File: config.mk
export PLATFORM = sky130hd
export DESIGN_NAME = microwave_controller_flat
export DESIGN_NICKNAME = d
export VERILOG_FILES = /design/src/rtl/microwave_controller_if.sv /design/src/rtl/microwave_controller.sv /design/src/flat_wrapper.sv
export SDC_FILE = /design/constraint.sdc
export NUM_CORES = 1
export LEC_CHECK = 0
export ABC_AREA = 1
export CAP_MARGIN = 15
export CELL_PAD_IN_SITES_DETAIL_PLACEMENT = 0
export CELL_PAD_IN_SITES_GLOBAL_PLACEMENT = 1
export CORE_MARGIN = 4
export CORE_UTILIZATION = 40
export CTS_BUF_LIST = sky130_fd_sc_hd__clkbuf_8
export CTS_CLUSTER_DIAMETER = 200
export DETAILED_ROUTE_END_ITERATION = 12
export GPL_ROUTABILITY_DRIVEN = 0
export HOLD_SLACK_MARGIN = 0.02
export PLACE_DENSITY = 0.82
export SLEW_MARGIN = 20
export SYNTH_ARGS = -nofsm -noshare
export SYNTH_HDL_FRONTEND = slang
export SYNTH_SLANG_ARGS = --single-unit
File: constraint.sdc
create_clock -name Clk -period 3.4 [get_ports Clk]
set_input_delay 1.02 -clock Clk [delete_from_list [all_inputs] [get_ports Clk]]
set_output_delay 1.02 -clock Clk [all_outputs]
set_load 0.005 [all_outputs]
File: src/rtl/microwave_controller_if.sv
// ----------------------------------------------------------------------------
// microwave_controller_if
//   Groups the oven sequencer's keypad/button/door inputs and its
//   display/status outputs.
//   master: keypad encoder / front panel side (drives D, loadn, pgt_1Hz,
//           Startn, Stopn, Clearn, door_closed; observes the outputs)
//   slave : microwave_controller (consumes the inputs; drives sec_ones,
//           sec_tens, min_ones, mag_on, done, state)
// ----------------------------------------------------------------------------
interface microwave_controller_if;
    logic [3:0] D;
    logic       loadn;
    logic       pgt_1Hz;
    logic       Startn;
    logic       Stopn;
    logic       Clearn;
    logic       door_closed;
    logic [3:0] sec_ones;
    logic [3:0] sec_tens;
    logic [3:0] min_ones;
    logic       mag_on;
    logic       done;
    logic [2:0] state;

    modport master (
        output D, loadn, pgt_1Hz, Startn, Stopn, Clearn, door_closed,
        input  sec_ones, sec_tens, min_ones, mag_on, done, state
    );

    modport slave (
        input  D, loadn, pgt_1Hz, Startn, Stopn, Clearn, door_closed,
        output sec_ones, sec_tens, min_ones, mag_on, done, state
    );
endinterface

File: src/rtl/microwave_controller.sv
// ----------------------------------------------------------------------------
// microwave_controller
//   Main sequencer of the oven. Detects edges on the digit strobe, the 1 Hz
//   tick and the Start/Stop/Clear buttons, holds the M:SS BCD cook time and
//   runs the IDLE/ENTRY/COOK/PAUSE/DONE state machine.
//   Ports:
//     Clk    - system clock, rising edge
//     Resetn - asynchronous active-low reset
//     bus    - slave side of microwave_controller_if (inputs D, loadn,
//              pgt_1Hz, Startn, Stopn, Clearn, door_closed; outputs
//              sec_ones, sec_tens, min_ones, mag_on, done, state)
//   Parameter DONE_TICKS: ticks the done indicator stays up before IDLE.
// ----------------------------------------------------------------------------
module microwave_controller #(
    parameter int unsigned DONE_TICKS = 3
) (
    input  logic                   Clk,
    input  logic                   Resetn,
    microwave_controller_if.slave  bus
);

    localparam int unsigned CntW = $clog2(DONE_TICKS + 1);

    typedef enum logic [2:0] {
        StIdle  = 3'd0,
        StEntry = 3'd1,
        StCook  = 3'd2,
        StPause = 3'd3,
        StDone  = 3'd4
    } state_e;

    state_e          state_q, state_d;
    logic [3:0]      sec_ones_q, sec_ones_d;
    logic [3:0]      sec_tens_q, sec_tens_d;
    logic [3:0]      min_ones_q, min_ones_d;
    logic [CntW-1:0] done_cnt_q, done_cnt_d;
    logic            mag_on_q, done_q;

    // Previous samples for edge detection
    logic loadn_q, startn_q, stopn_q, clearn_q, pgt_q;

    logic load_ev, start_ev, stop_ev, clear_ev, tick_ev, load_ok;
    logic time_zero;

    logic [3:0] dec_ones, dec_tens, dec_min;
    logic       dec_zero;

    assign load_ev  = loadn_q  & ~bus.loadn;
    assign start_ev = startn_q & ~bus.Startn;
    assign stop_ev  = stopn_q  & ~bus.Stopn;
    assign clear_ev = clearn_q & ~bus.Clearn;
    assign tick_ev  = ~pgt_q   &  bus.pgt_1Hz;

    // Digits above 9 are not BCD and are dropped
    assign load_ok  = load_ev & (bus.D <= 4'd9);

    assign time_zero = (min_ones_q == 4'd0) && (sec_tens_q == 4'd0) && (sec_ones_q == 4'd0);

    // One-second countdown with borrow through the BCD digits
    always_comb begin
        dec_ones = sec_ones_q;
        dec_tens = sec_tens_q;
        dec_min  = min_ones_q;
        if (sec_ones_q != 4'd0) begin
            dec_ones = sec_ones_q - 4'd1;
        end else if (sec_tens_q != 4'd0) begin
            dec_tens = sec_tens_q - 4'd1;
            dec_ones = 4'd9;
        end else begin
            dec_min  = min_ones_q - 4'd1;
            dec_tens = 4'd5;
            dec_ones = 4'd9;
        end
    end

    assign dec_zero = (dec_min == 4'd0) && (dec_tens == 4'd0) && (dec_ones == 4'd0);

    always_comb begin
        state_d    = state_q;
        sec_ones_d = sec_ones_q;
        sec_tens_d = sec_tens_q;
        min_ones_d = min_ones_q;
        done_cnt_d = done_cnt_q;

        case (state_q)
            StIdle: begin
                if (clear_ev) begin
                    {min_ones_d, sec_tens_d, sec_ones_d} = 12'h000;
                end else if (load_ok) begin
                    min_ones_d = sec_tens_q;
                    sec_tens_d = sec_ones_q;
                    sec_ones_d = bus.D;
                    state_d    = StEntry;
                end
            end

            StEntry: begin
                if (clear_ev || stop_ev) begin
                    {min_ones_d, sec_tens_d, sec_ones_d} = 12'h000;
                    state_d = StIdle;
                end else if (start_ev && bus.door_closed && !time_zero) begin
                    state_d = StCook;
                end else if (load_ok) begin
                    min_ones_d = sec_tens_q;
                    sec_tens_d = sec_ones_q;
                    sec_ones_d = bus.D;
                end
            end

            StCook: begin
                if (clear_ev) begin
                    {min_ones_d, sec_tens_d, sec_ones_d} = 12'h000;
                    state_d = StIdle;
                end else if (stop_ev) begin
                    state_d = StPause;
                end else begin
                    // The tick still counts down even if the door opens on the same edge
                    if (tick_ev) begin
                        min_ones_d = dec_min;
                        sec_tens_d = dec_tens;
                        sec_ones_d = dec_ones;
                    end
                    if (tick_ev && dec_zero) begin
                        state_d    = StDone;
                        done_cnt_d = '0;
                    end else if (!bus.door_closed) begin
                        state_d = StPause;
                    end
                end
            end

            StPause: begin
                if (stop_ev || clear_ev) begin
                    {min_ones_d, sec_tens_d, sec_ones_d} = 12'h000;
                    state_d = StIdle;
                end else if (start_ev && bus.door_closed) begin
                    state_d = StCook;
                end
            end

            StDone: begin
                if (clear_ev || stop_ev) begin
                    state_d    = StIdle;
                    done_cnt_d = '0;
                end else if (load_ok) begin
                    // Time is 0:00 here, so the shift leaves only the new digit
                    min_ones_d = sec_tens_q;
                    sec_tens_d = sec_ones_q;
                    sec_ones_d = bus.D;
                    state_d    = StEntry;
                    done_cnt_d = '0;
                end else if (tick_ev) begin
                    if (done_cnt_q + CntW'(1) == CntW'(DONE_TICKS)) begin
                        state_d    = StIdle;
                        done_cnt_d = '0;
                    end else begin
                        done_cnt_d = done_cnt_q + CntW'(1);
                    end
                end
            end

            default: begin
                state_d = StIdle;
                {min_ones_d, sec_tens_d, sec_ones_d} = 12'h000;
                done_cnt_d = '0;
            end
        endcase
    end

    always_ff @(posedge Clk or negedge Resetn) begin
        if (!Resetn) begin
            state_q    <= StIdle;
            sec_ones_q <= 4'd0;
            sec_tens_q <= 4'd0;
            min_ones_q <= 4'd0;
            done_cnt_q <= '0;
            mag_on_q   <= 1'b0;
            done_q     <= 1'b0;
            loadn_q    <= 1'b1;
            startn_q   <= 1'b1;
            stopn_q    <= 1'b1;
            clearn_q   <= 1'b1;
            pgt_q      <= 1'b0;
        end else begin
            state_q    <= state_d;
            sec_ones_q <= sec_ones_d;
            sec_tens_q <= sec_tens_d;
            min_ones_q <= min_ones_d;
            done_cnt_q <= done_cnt_d;
            mag_on_q   <= (state_d == StCook);
            done_q     <= (state_d == StDone);
            loadn_q    <= bus.loadn;
            startn_q   <= bus.Startn;
            stopn_q    <= bus.Stopn;
            clearn_q   <= bus.Clearn;
            pgt_q      <= bus.pgt_1Hz;
        end
    end

    assign bus.sec_ones = sec_ones_q;
    assign bus.sec_tens = sec_tens_q;
    assign bus.min_ones = min_ones_q;
    assign bus.mag_on   = mag_on_q;
    assign bus.done     = done_q;
    assign bus.state    = state_q;

endmodule
File: src/flat_wrapper.sv
// flat-port wrapper written by rule: the top's interface ports become plain ports
module microwave_controller_flat 
#(
    parameter int unsigned DONE_TICKS = 3
)
  (Clk, Resetn, bus_D, bus_loadn, bus_pgt_1Hz, bus_Startn, bus_Stopn, bus_Clearn, bus_door_closed, bus_sec_ones, bus_sec_tens, bus_min_ones, bus_mag_on, bus_done, bus_state);
  microwave_controller_if bus_i ();
  input  logic Clk;
  input  logic Resetn;
  input wire logic [$bits(bus_i.D)-1:0] bus_D;
  input wire logic [$bits(bus_i.loadn)-1:0] bus_loadn;
  input wire logic [$bits(bus_i.pgt_1Hz)-1:0] bus_pgt_1Hz;
  input wire logic [$bits(bus_i.Startn)-1:0] bus_Startn;
  input wire logic [$bits(bus_i.Stopn)-1:0] bus_Stopn;
  input wire logic [$bits(bus_i.Clearn)-1:0] bus_Clearn;
  input wire logic [$bits(bus_i.door_closed)-1:0] bus_door_closed;
  output wire logic [$bits(bus_i.sec_ones)-1:0] bus_sec_ones;
  output wire logic [$bits(bus_i.sec_tens)-1:0] bus_sec_tens;
  output wire logic [$bits(bus_i.min_ones)-1:0] bus_min_ones;
  output wire logic [$bits(bus_i.mag_on)-1:0] bus_mag_on;
  output wire logic [$bits(bus_i.done)-1:0] bus_done;
  output wire logic [$bits(bus_i.state)-1:0] bus_state;
  assign bus_i.D = bus_D;
  assign bus_i.loadn = bus_loadn;
  assign bus_i.pgt_1Hz = bus_pgt_1Hz;
  assign bus_i.Startn = bus_Startn;
  assign bus_i.Stopn = bus_Stopn;
  assign bus_i.Clearn = bus_Clearn;
  assign bus_i.door_closed = bus_door_closed;
  assign bus_sec_ones = bus_i.sec_ones;
  assign bus_sec_tens = bus_i.sec_tens;
  assign bus_min_ones = bus_i.min_ones;
  assign bus_mag_on = bus_i.mag_on;
  assign bus_done = bus_i.done;
  assign bus_state = bus_i.state;
  microwave_controller #(.DONE_TICKS(DONE_TICKS)) u_core (.Clk(Clk), .Resetn(Resetn), .bus(bus_i));
endmodule
After elaboration in Yosys (flattened, before gate mapping)
Index checks and enable logic that the tools add are counted.

Bitwise gates (word level): 12. $lt $le $gt $ge: 1. Equality and inequality tests: 16. Reductions and logical operators: 21. Add/sub/neg operators: 4. Multiplexer cells: 56.

Operator list (number): $mux 4 (30); $pmux 4 s5 (3); $mux 3 (14); $logic_not 4->1 (6); $pmux 3 s5 (1); $mux 2 (7); $sub 4x1->4 const B (3); $reduce_and 5->1 (2); $eq 3x2->1 const B (3); $reduce_bool 4->1 (2); $logic_and 1x1->1 (7); $and 1x1->1 (6); $eq 3x3->1 const B (2); $ne 2x2->1 const B (3); $not 1->1 (6); $pmux 2 s3 (1); $le 4x4->1 const B (1); $ne 2x1->1 const B (2); $ne 4x1->1 const B (1); $eq 3x1->1 const B (1); $logic_not 3->1 (1); $ne 3x1->1 const B (1); $ne 3x2->1 const B (1); $ne 3x3->1 const B (1); other kinds (5) (5).

Input bits: 12. Register bits: 24. Output and inout bits: 17.

Depth between registers and ports, before layout
Word-level depth: 12. Mapped depth: 14. Gate-level depth less buffers: 14.

Least setup slack after synthesis
OpenSTA, ideal clock, no wires.

Path kind: in2reg. Start point: in bus_D[3]. End point: reg u_core.sec_ones_q[2] (netlist: u_core.bus.sec_ones[2]). Slack: 1.221 ns. Path buffers: 1. Data arrival time: 2.057 ns. Data required time: 3.279 ns. Library setup time: 0.121 ns. Stages on the path: 8. Cell sequence: inv_1 > o21ai_0 > inv_1 > clkbuf_1 > a21oi_1 > o21ai_0 > nand2_1 > o21ai_1.

Word-level cells in the longest chain between the ends: 6.

RTL lines: start, declared (RTL line flat_wrapper.sv:10) `input wire logic [$bits(bus_i.D)-1:0] bus_D;`; $le 4x4->1 (*) (RTL line microwave_controller.sv:55) `assign load_ok = load_ev & (bus.D <= 4'd9);`; $and 1x1->1 (*) (RTL line microwave_controller.sv:55); $mux 4 (*); $mux 4 (2 in a row); $pmux 4 s5 (*); end signal, assigned (RTL line microwave_controller.sv:186) `sec_ones_q <= sec_ones_d;`; end, declared (RTL line microwave_controller.sv:33) `logic [3:0] sec_ones_q, sec_ones_d;`.

Mark *: on every way between the ends. The rest lies on a longest branch, timed or not. The select of a mux whose other input is x is not followed. A chain may end at the register's enable or synchronous reset.

Worst setup path in the final report
Start point: in bus_Clearn. End point: reg u_core.min_ones_q[0] (netlist: u_core.bus.min_ones[0]).

Word-level cells in the longest chain between the ends: 5.

RTL lines: start, declared (RTL line flat_wrapper.sv:15) `input wire logic [$bits(bus_i.Clearn)-1:0] bus_Clearn;`; $not 1->1 (*) (RTL line microwave_controller.sv:51) `assign clear_ev = clearn_q & ~bus.Clearn;`; $and 1x1->1 (*) (RTL line microwave_controller.sv:51); $logic_or 1x1->1 (RTL line microwave_controller.sv:98, microwave_controller.sv:133, microwave_controller.sv:142); $ne 3x2->1 (no line), or another cell as far along; $reduce_and 5->1 (no line) or $pmux 4 s5 (tied branches); end signal, assigned (RTL line microwave_controller.sv:188) `min_ones_q <= min_ones_d;`; end, declared (RTL line microwave_controller.sv:35) `logic [3:0] min_ones_q, min_ones_d;`.

Mark *: on every way between the ends. The rest lies on a longest branch, timed or not.

==> run metrics <==
status=finished clean; crit path to=u_core.bus.min_ones[0]$_DFFE_PN0P_; critical path's slowest cell=clkdlybuf4s50_1; Worst Setup End Kind=register; crit-path cells=clkdlybuf4s50_1, nor2_1, inv_1, nand2_1, nor2_1, nor3_1, inv_1, o21ai_0, o22ai_1, nand2_1, o21ai_0; PwrDens=~570 nW/um^2; # IOs=29; Vias=around 1,600; number of synthesis warnings=0; Synth Instances=~240; Worst Hold Depth=2; Setup-failing EPs final=0; largest net degree at the start of global routing=25; post-synthesis register bit count=24; DRC violations left=0; GRT Total Usage=0.1662; clock tree root driver cell=clkbuf_8; Die ar.=5129 um^2; share of cells above drive strength 1=0.09328; WP data required=about 3600 ps; CTS tree=yes; Critical Path Max Stage Delay=~420 ps; Syn Nets=250; crit-path max FO=9; post-synthesis sequential area ratio=0.3740; Setup CP Type=primary input to register; drt pass-1 iters=4; worst reg-to-reg path cell count=11; Final Skew=around 2.7 ps; H-tree depth=1; P_leak=about 0.00097 uW; Hold WC Path Type=register to register; Core Footprint=3799 um^2; die span in y=71.62 um; FILL cells=387; FP Rows=22; CTS Buf Count=3; remaining antenna violation count=0; diodes inserted=0; Levels on crit path=11; # hold bufs at CTS=0; Fmax achieved=363.6 MHz; RSZ-0062 raised after global routing=false; Bufs and invs on worst path=3; synthesis-to-layout area growth=24.88%; setup_tns=0 ps; Final nets=~280; CP top delay family=simple AND/OR/NAND/NOR gates; fin crit period=roughly 2800 ps; CTS Sinks=24; initial cell density of the core=0.4262; endpoints failing hold=0; R2R setup slack=about 1300 ps; Startpoint Class=primary input; Avg Cell Area, Syn=~6.9 um^2; Yosys cell types=26; worst setup path startpoint=bus_Clearn; Util after Layout=0.5323; initial antenna violation count=0; Slew headroom=0.6796; number of DRC violations after detailed-routing iteration 0=85; Crit path arrival time=roughly 2900 ps; first-pass GRT wire length=6.913 mm; period utilization=0.8089; hold wc startpoint=u_core.done_cnt_q[1]$_DFFE_PN0P_; FF-to-FF End=u_core.bus.min_ones[0]$_DFFE_PN0P_; clk buf depth=2; Critical R2R Launch=u_core.clearn_q$_DFF_PN1_; clock latency on the worst-skew pair=~270 ps; Peak VDD IR=roughly 0.00026 V; Maximum Capacitance Violations=0; Remaining Overflow, GRT=0; worst slew pin tran=approximately 480 ps; vias in the first global route=approximately 1,400; Final HPWL DP=around 3 mm; post_cts resized=0; Post-CTS Setup Bufs=0; vias per inst=5.070; die extent in x=between 70 and 80 um; Port Buf Inserts=28; max-slew violation count=0; final wirelength=between 3 and 4 mm; Syn Std Cell Area=between 1500 and 2000 um^2; Clock transition at path regs=roughly 80 ps; routed len/inst=roughly 13 um
-- registers in the layout (all words and copies together), names as in the netlist --
| name | count |
|---|---|
| u_core.bus.done | 1 |
| u_core.bus.mag_on | 1 |
| u_core.bus.min_ones | 4 |
| u_core.bus.sec_ones | 4 |
| u_core.bus.sec_tens | 4 |
| u_core.bus.state | 3 |
| u_core.clearn_q | 1 |
| u_core.done_cnt_q | 2 |
| u_core.loadn_q | 1 |
| u_core.pgt_q | 1 |
| u_core.startn_q | 1 |
| u_core.stopn_q | 1 |
-- worst min-delay path by stage --
stage / endpoint
after floorplan: u_core.done_cnt_q[1]$_DFFE_PN0P_
after global placement: u_core.done_cnt_q[1]$_DFFE_PN0P_
after detailed placement: u_core.done_cnt_q[1]$_DFFE_PN0P_
after CTS: u_core.done_cnt_q[1]$_DFFE_PN0P_
after global routing: u_core.done_cnt_q[1]$_DFFE_PN0P_
final: u_core.done_cnt_q[1]$_DFFE_PN0P_
-- through the flow --
stage / instances / power (uW) / hold slack [ps] / setup WS [ps] / instance area, um^2
finish: 316 / 1160 / 476.5 / 649.8 / 2022
global route: 316 / 1270 / 575.7 / 319.0 / 2022
CTS: 316 / 1170 / 481.3 / 636.8 / 2022
detailed placement: 312 / 970.5 / 462.5 / 350.8 / 1967
global placement: 312 / 977.2 / 458.6 / 481.4 / 1967
floorplan: 236 / 776.5 / 441.9 / 1221 / 1619
-- cell families after synthesis --
kind of cell	count (synthesis)	share of synthesized area
simple gates	123	0.3485
buf+inv	41	0.09969
compound gates	46	0.1623
fa+ha+maj	2	0.01545
flops	24	0.3740
-- where the power goes --
| group | internal (uW) | switching (uW) |
|---|---|---|
| Clock | 103 | 91.9 |
| Combinational | 238 | 325 |
| Sequential | 331 | 71.0 |
| Total | 672 | 488 |
-- worst reg2reg max path: cells and delay by family, from the launching register on --
family | cells | cell delay (ps)
simple gates | 5 | 780
buf+inv | 3 | 360
compound gates | 3 | 330
flops | 1 | 520
-- metal layers --
layer	vias up	track usage	share of wire
li1	825	-	-
met1	728	0.2561	0.50
met2	45	0.2378	0.44
met3	4	0.03647	0.053
met4	0	0.03132	0.0073
met5	-	0	0
-- Yosys cell counts (all sizes together) --
cell | n | area, um^2
nand4 | 2 | 12.51
o21ai | 31 | 158.9
o22ai | 9 | 56.30
ha | 2 | 25.02
nand2 | 65 | 261.5
clkbuf | 2 | 7.510
dfstp | 4 | 105.1
inv | 37 | 138.9
dfrtp | 20 | 500.5
nand3 | 13 | 70.07
o31ai | 1 | 7.510
a41oi | 1 | 16.27
nor2 | 36 | 173.9
a21oi | 3 | 15.01
nor3 | 7 | 46.30
buf | 2 | 15.01
o32ai | 1 | 8.760
-- placed cells by master (no fill, tap or decap) --
master            n
nand2_1          62
clkdlybuf4s50_1  28
o32ai_1           1
nand3_1          12
o21ai_0          23
nor3_1            6
o21ai_2           1
nor2_4            2
ha_1              2
o31ai_1           1
clkbuf_8          4
o22ai_1           9
nand4_1           2
nor2_8            1
a41oi_2           1
nand2_4           2
buf_4             4
nor3_4            1
inv_1            37
dfstp_2           4
o21ai_1           7
nor2_1           30
nand2_2           1
nand3_2           1
nor2_2            3
a21oi_1           3
dfrtp_1          20
-- layout make-up --
type	instances	area (um^2)	area share
clock buffer	4	55.05	0.02723
inverter	37	138.9	0.06869
multi-input combinational	171	852.1	0.4214
sequential	24	605.6	0.2995
tap	48	60.06	0.02970
timing repair buffer	32	310.3	0.1535
No activity file was read; power rests on OpenSTA's default activity.
